`src/rtl/tipi_pkg.sv`:
```
// Shared types and constants for the TIPI Raspberry Pi serial link.
package tipi_pkg;

  localparam int DEFAULT_WIDTH = 8;

  // Register select as driven on r_cd
  localparam logic SEL_DATA = 1'b0;
  localparam logic SEL_CTRL = 1'b1;

  // Transfer direction as driven on r_rt
  localparam logic DIR_WRITE = 1'b0;
  localparam logic DIR_READ  = 1'b1;

  typedef enum logic {
    IDLE  = 1'b0,
    SHIFT = 1'b1
  } link_state_e;

  // 4-bit increment that sticks at 15 so runaway clocking cannot wrap to a valid count
  function automatic logic [3:0] sat_inc4(input logic [3:0] v);
    return (v == 4'hF) ? v : v + 4'd1;
  endfunction

endpackage

```
`src/rtl/tipi_sync.sv`:
```
// Single-bit synchronizer for an asynchronous Pi GPIO line, with an optional
// rising-edge pulse taken from the synchronized output.
module tipi_sync #(
  parameter int STAGES  = 2,
  parameter bit EDGE_EN = 1'b0
) (
  input  logic clk,
  input  logic rst_n,
  input  logic async_in,
  output logic sync_out,
  output logic rise
);

  logic [STAGES-1:0] stage_q;
  logic [STAGES-1:0] stage_d;

  // Shift the raw pin into the synchronizer chain
  always_comb begin
    stage_d = {stage_q[STAGES-2:0], async_in};
  end

  // Synchronizer flops, cleared by reset
  always_ff @(posedge clk) begin
    if (!rst_n) stage_q <= '0;
    else        stage_q <= stage_d;
  end

  assign sync_out = stage_q[STAGES-1];

  generate
    if (EDGE_EN) begin : g_edge
      logic prev_q;
      logic prev_d;

      // Remember last synchronized level for edge detection
      always_comb begin
        prev_d = stage_q[STAGES-1];
      end

      // Previous-level flop
      always_ff @(posedge clk) begin
        if (!rst_n) prev_q <= 1'b0;
        else        prev_q <= prev_d;
      end

      assign rise = stage_q[STAGES-1] & ~prev_q;
    end else begin : g_no_edge
      assign rise = 1'b0;
    end
  endgenerate

endmodule

```
`src/rtl/tipi_rpi_link.sv`:
```
// Pi-side serial link of the TIPI board: the Pi bit-bangs TD/TC out of the
// FPGA and RD/RC into it through a single shift register.
module tipi_rpi_link
  import tipi_pkg::*;
#(
  parameter int WIDTH       = DEFAULT_WIDTH,
  parameter int SYNC_STAGES = 2
) (
  input  logic             clk,
  input  logic             rst_n,
  input  logic [WIDTH-1:0] td_in,
  input  logic [WIDTH-1:0] tc_in,
  input  logic             r_clk,
  input  logic             r_le,
  input  logic             r_rt,
  input  logic             r_cd,
  input  logic             r_dout,
  output logic             r_din,
  output logic [WIDTH-1:0] rd_q,
  output logic [WIDTH-1:0] rc_q,
  output logic             rd_stb,
  output logic             rc_stb,
  output logic             frame_err,
  output logic             busy
);

  // Bit count that makes a write frame acceptable
  localparam logic [3:0] FULL_CNT = 4'(WIDTH);

  // Pin order: 0 r_clk, 1 r_le, 2 r_rt, 3 r_cd, 4 r_dout
  logic [4:0] pin_async;
  logic [4:0] pin_sync;
  logic [1:0] edge_rise;          // rises of r_clk (0) and r_le (1)
  logic [2:0] level_rise_unused;  // level-only lines carry no edge

  assign pin_async = {r_dout, r_cd, r_rt, r_le, r_clk};

  genvar gi;
  generate
    for (gi = 0; gi < 5; gi++) begin : g_sync
      if (gi < 2) begin : g_edge_pin
        tipi_sync #(.STAGES(SYNC_STAGES), .EDGE_EN(1'b1)) u_sync (
          .clk      (clk),
          .rst_n    (rst_n),
          .async_in (pin_async[gi]),
          .sync_out (pin_sync[gi]),
          .rise     (edge_rise[gi])
        );
      end else begin : g_level_pin
        tipi_sync #(.STAGES(SYNC_STAGES), .EDGE_EN(1'b0)) u_sync (
          .clk      (clk),
          .rst_n    (rst_n),
          .async_in (pin_async[gi]),
          .sync_out (pin_sync[gi]),
          .rise     (level_rise_unused[gi-2])
        );
      end
    end
  endgenerate

  logic clk_rise, le_rise, rt_s, cd_s, dout_s;
  assign clk_rise = edge_rise[0];
  assign le_rise  = edge_rise[1];
  assign rt_s     = pin_sync[2];
  assign cd_s     = pin_sync[3];
  assign dout_s   = pin_sync[4];

  link_state_e      state_q, state_d;
  logic [WIDTH-1:0] sr_q, sr_d;
  logic [3:0]       cnt_q, cnt_d;
  logic             r_din_q, r_din_d;
  logic [WIDTH-1:0] rd_d, rc_d;
  logic             rd_stb_d, rc_stb_d, frame_err_d;

  // Next-state: latch edge has priority over shift edge in the same cycle
  always_comb begin
    state_d     = state_q;
    sr_d        = sr_q;
    cnt_d       = cnt_q;
    rd_d        = rd_q;
    rc_d        = rc_q;
    rd_stb_d    = 1'b0;
    rc_stb_d    = 1'b0;
    frame_err_d = 1'b0;
    r_din_d     = sr_q[WIDTH-1];

    if (le_rise) begin
      cnt_d = 4'd0;
      if (rt_s == DIR_READ) begin
        // Snapshot the TI-written byte; later input changes are ignored
        sr_d    = (cd_s == SEL_CTRL) ? tc_in : td_in;
        state_d = SHIFT;
      end else begin
        state_d = IDLE;
        if (cnt_q == FULL_CNT) begin
          if (cd_s == SEL_CTRL) begin
            rc_d     = sr_q;
            rc_stb_d = 1'b1;
          end else begin
            rd_d     = sr_q;
            rd_stb_d = 1'b1;
          end
        end else begin
          frame_err_d = 1'b1;
        end
      end
    end else if (clk_rise) begin
      // Reads shift zeros in so r_dout noise cannot leak into sr
      sr_d    = {sr_q[WIDTH-2:0], (rt_s == DIR_READ) ? 1'b0 : dout_s};
      cnt_d   = sat_inc4(cnt_q);
      state_d = SHIFT;
    end
  end

  // State, shift register and output registers
  always_ff @(posedge clk) begin
    if (!rst_n) begin
      state_q   <= IDLE;
      sr_q      <= '0;
      cnt_q     <= 4'd0;
      r_din_q   <= 1'b0;
      rd_q      <= '0;
      rc_q      <= '0;
      rd_stb    <= 1'b0;
      rc_stb    <= 1'b0;
      frame_err <= 1'b0;
    end else begin
      state_q   <= state_d;
      sr_q      <= sr_d;
      cnt_q     <= cnt_d;
      r_din_q   <= r_din_d;
      rd_q      <= rd_d;
      rc_q      <= rc_d;
      rd_stb    <= rd_stb_d;
      rc_stb    <= rc_stb_d;
      frame_err <= frame_err_d;
    end
  end

  assign r_din = r_din_q;
  assign busy  = (state_q == SHIFT);

endmodule
```
`config.mk`:
```
export PLATFORM = sky130hd
export DESIGN_NAME = tipi_rpi_link
export DESIGN_NICKNAME = d
export VERILOG_FILES = /design/src/rtl/tipi_pkg.sv /design/src/rtl/tipi_sync.sv /design/src/rtl/tipi_rpi_link.sv
export SDC_FILE = /design/constraint.sdc
export NUM_CORES = 1
export LEC_CHECK = 0
export CAP_MARGIN = 20
export CORE_MARGIN = 2
export CORE_UTILIZATION = 40
export CTS_CLUSTER_SIZE = 28
export DETAILED_ROUTE_END_ITERATION = 16
export PLACE_DENSITY = 0.67
export SYNTH_ARGS = -nofsm -noshare
export SYNTH_HDL_FRONTEND = slang
export SYNTH_HIERARCHICAL = 1
export SYNTH_SLANG_ARGS = --single-unit
```
`constraint.sdc`:
```
create_clock -name clk -period 2.7 [get_ports clk]
set_input_delay 0.405 -clock clk [delete_from_list [all_inputs] [get_ports clk]]
set_output_delay 0.405 -clock clk [all_outputs]
set_load 0.1 [all_outputs]
```
==> impl_metrics.ini <==
[worst_hold_path]
hp-class = reg -> reg

[die]
die_h_um = 70.6
fp-row-count = 24
coreArea_um2 = 4320
dieWidth_um = 70.6
ios = 44
start_util = 0.411
die_area_um2 = 4990

[clocking]
cts_setup_buffers = 0
clk_pin_slew_worst_paths_ns = 0.08
htreeDepth = 2
cts_tree = done
cts_buffer_depth = 2
cts_buffers = 5
insertion_delay_ns = 0.30
cts_root_buf = clkbuf_8
cts_resized = 0
clock_sinks = 45
cts_hold_buf = 0

[timing]
fmax_mhz = 553
setup_viol = 0
maxSlewViolCount = 0
post-route-min-period_ns = 1.81
fin_worst_skew_ns = 0.0113
tns_ns = 0
rsz0062_at_grt = no
worst_slack_ns = 0.891
period_share = 0.670
hold_violations = 0
worst-slew-pin-transition_ns = 0.598
slew_headroom = 0.600

[route]
wire_per_inst_um = 12.2
detail-route-antenna-nets = 0
vias = 1336
post-route-drc-count = 0
drtPass1Iterations = 5
drt_iter0_drc = 53
wirelength_um = 3310
viasPerCell = 4.93

[pwr]
seq_power_share = 0.563
powerDensity_nw_per_um2 = 530
ir_drop_mv = 0.289
p_int_uw = 933
p_total_mw = 1.21
clock_power_share = 0.356
switching_power_uw = 276
pwr-share-comb = 0.081
p_leak_nw = 0.945
switching_share = 0.229

[critical_path]
setup.worst_path.start = g_sync[1].g_edge_pin.u_sync/stage_q[1]
crit_end = rd_q[7]
critical_path_class = reg -> reg
worst_r2r_path_depth = 4
r2r-start = g_sync[1].g_edge_pin.u_sync/stage_q[1]
crit_fanout = 19
critPathRequiredTime_ns = 2.87
cp-end-kind = flip-flop
cp.arrival_ns = 1.98
r2r_end = rd_q[7]
worst-r2r-setup-slack_ns = 0.89
startpoint_type = flip-flop

[layout]
drive_above_1_share = 0.174
nets = 243
fin_util = 0.528
areaGrowthSynthToFinish_pct = 28.6
design_area_um2 = 2280
antenna_cells = 0
fillers = 408

[grt]
grt_pass1_vias = 1228
grt-ovfl-total = 0
grt_antenna_before_repair = 0
grt_max_degree = 27
track_usage = 0.145
grt_pass1_wl_um = 5750

[run_status]
status = finished, final reports clean

[synth]
ys_warn_count = 6
synth_cells = 175
syn-num-nets = 200
synth.cell_area_um2 = 1780
postSynthAreaPerCell_um2 = 10.1

[placement]
place_congestion = 0.706
dp_slack_ns = 0.891
placed_area_um2 = 2190
dp_hpwl_um = 2340
port-buffer-count = 43

[flow_run]
cap_violations = 0
stage by stage:
stage / hold slack (ns) / instances
floorplan: 0.406 / 175
global placement: 0.409 / 263
detailed placement: 0.417 / 263
CTS: 0.435 / 271
global route: 0.461 / 271
finish: 0.429 / 271
how the worst min path moves through the flow:
stage                                                      start                                endpoint  slack [ns]  cells past startpoint
final                     g_sync[0].g_edge_pin.u_sync/stage_q[0]  g_sync[0].g_edge_pin.u_sync/stage_q[1]        0.43                      1
after global routing      g_sync[0].g_edge_pin.u_sync/stage_q[0]  g_sync[0].g_edge_pin.u_sync/stage_q[1]        0.46                      1
after CTS                 g_sync[0].g_edge_pin.u_sync/stage_q[0]  g_sync[0].g_edge_pin.u_sync/stage_q[1]        0.43                      1
after detailed placement  g_sync[0].g_edge_pin.u_sync/stage_q[0]  g_sync[0].g_edge_pin.u_sync/stage_q[1]        0.42                      1
after global placement    g_sync[0].g_edge_pin.u_sync/stage_q[0]  g_sync[0].g_edge_pin.u_sync/stage_q[1]        0.41                      1
after floorplan           g_sync[0].g_edge_pin.u_sync/stage_q[0]  g_sync[0].g_edge_pin.u_sync/stage_q[1]        0.41                      1
power by group through the flow:
| stage | sequential, mW | clock (mW) | combinational [mW] |
|---|---|---|---|
| 6_report | 0.682 | 0.431 | 0.0977 |
| 5_1_grt | 0.683 | 0.468 | 0.108 |
| 4_1_cts | 0.682 | 0.439 | 0.0988 |
| 3_5_place_dp | 0.697 | 0 | 0.0985 |
| 3_3_place_gp | 0.697 | 0 | 0.0984 |
| 2_1_floorplan | 0.707 | 0 | 0.0430 |
sequential cells by signal, indices dropped and copies added (netlist names):
register / cells
rd_stb: 1
r_din: 1
g_sync.g_edge_pin.u_sync/g_edge.prev_q: 2
rd_q: 8
frame_err: 1
cnt_q: 4
rc_q: 8
rc_stb: 1
g_sync.g_level_pin.u_sync/stage_q: 6
g_sync.g_edge_pin.u_sync/stage_q: 4
busy: 1
sr_q: 8
worst max-delay path, cell delays in order (launching register included):
cell and delay [ns]:
dfxtp_1 0.33, nor2b_4 0.36, nand2b_1 0.22, or3_1 0.57, mux2i_1 0.19
cell type report:
class                      count  area, um2  area share
sequential                    45        901       0.395
multi-input combinational    113        795       0.348
tap                           52       65.1      0.0285
clock inverter                 2       13.8     0.00603
inverter                       7       26.3      0.0115
timing repair buffer          46        400       0.175
clock buffer                   6       82.6      0.0362
metal layers:
metal	share of wire	global-route usage	wire length [um]	up-vias
met5	0	0	0	-
li1	-	-	-	683
met1	0.46	0.177	1510	611
met3	0.052	0.0470	171	7
met4	0.014	0.0440	45	0
met2	0.48	0.243	1580	35
cells in the final DEF, fill, tap and decap left out, types with 5 or more instances in the layout:
cell,instances
buf_4,24
inv_1,7
nand2_1,24
dfxtp_1,45
a21oi_1,5
clkdlybuf4s50_1,22
o211ai_1,7
mux2i_1,23
o22ai_1,7
and2_1,19
clkbuf_8,6
Power figures use the tool's default switching activity.
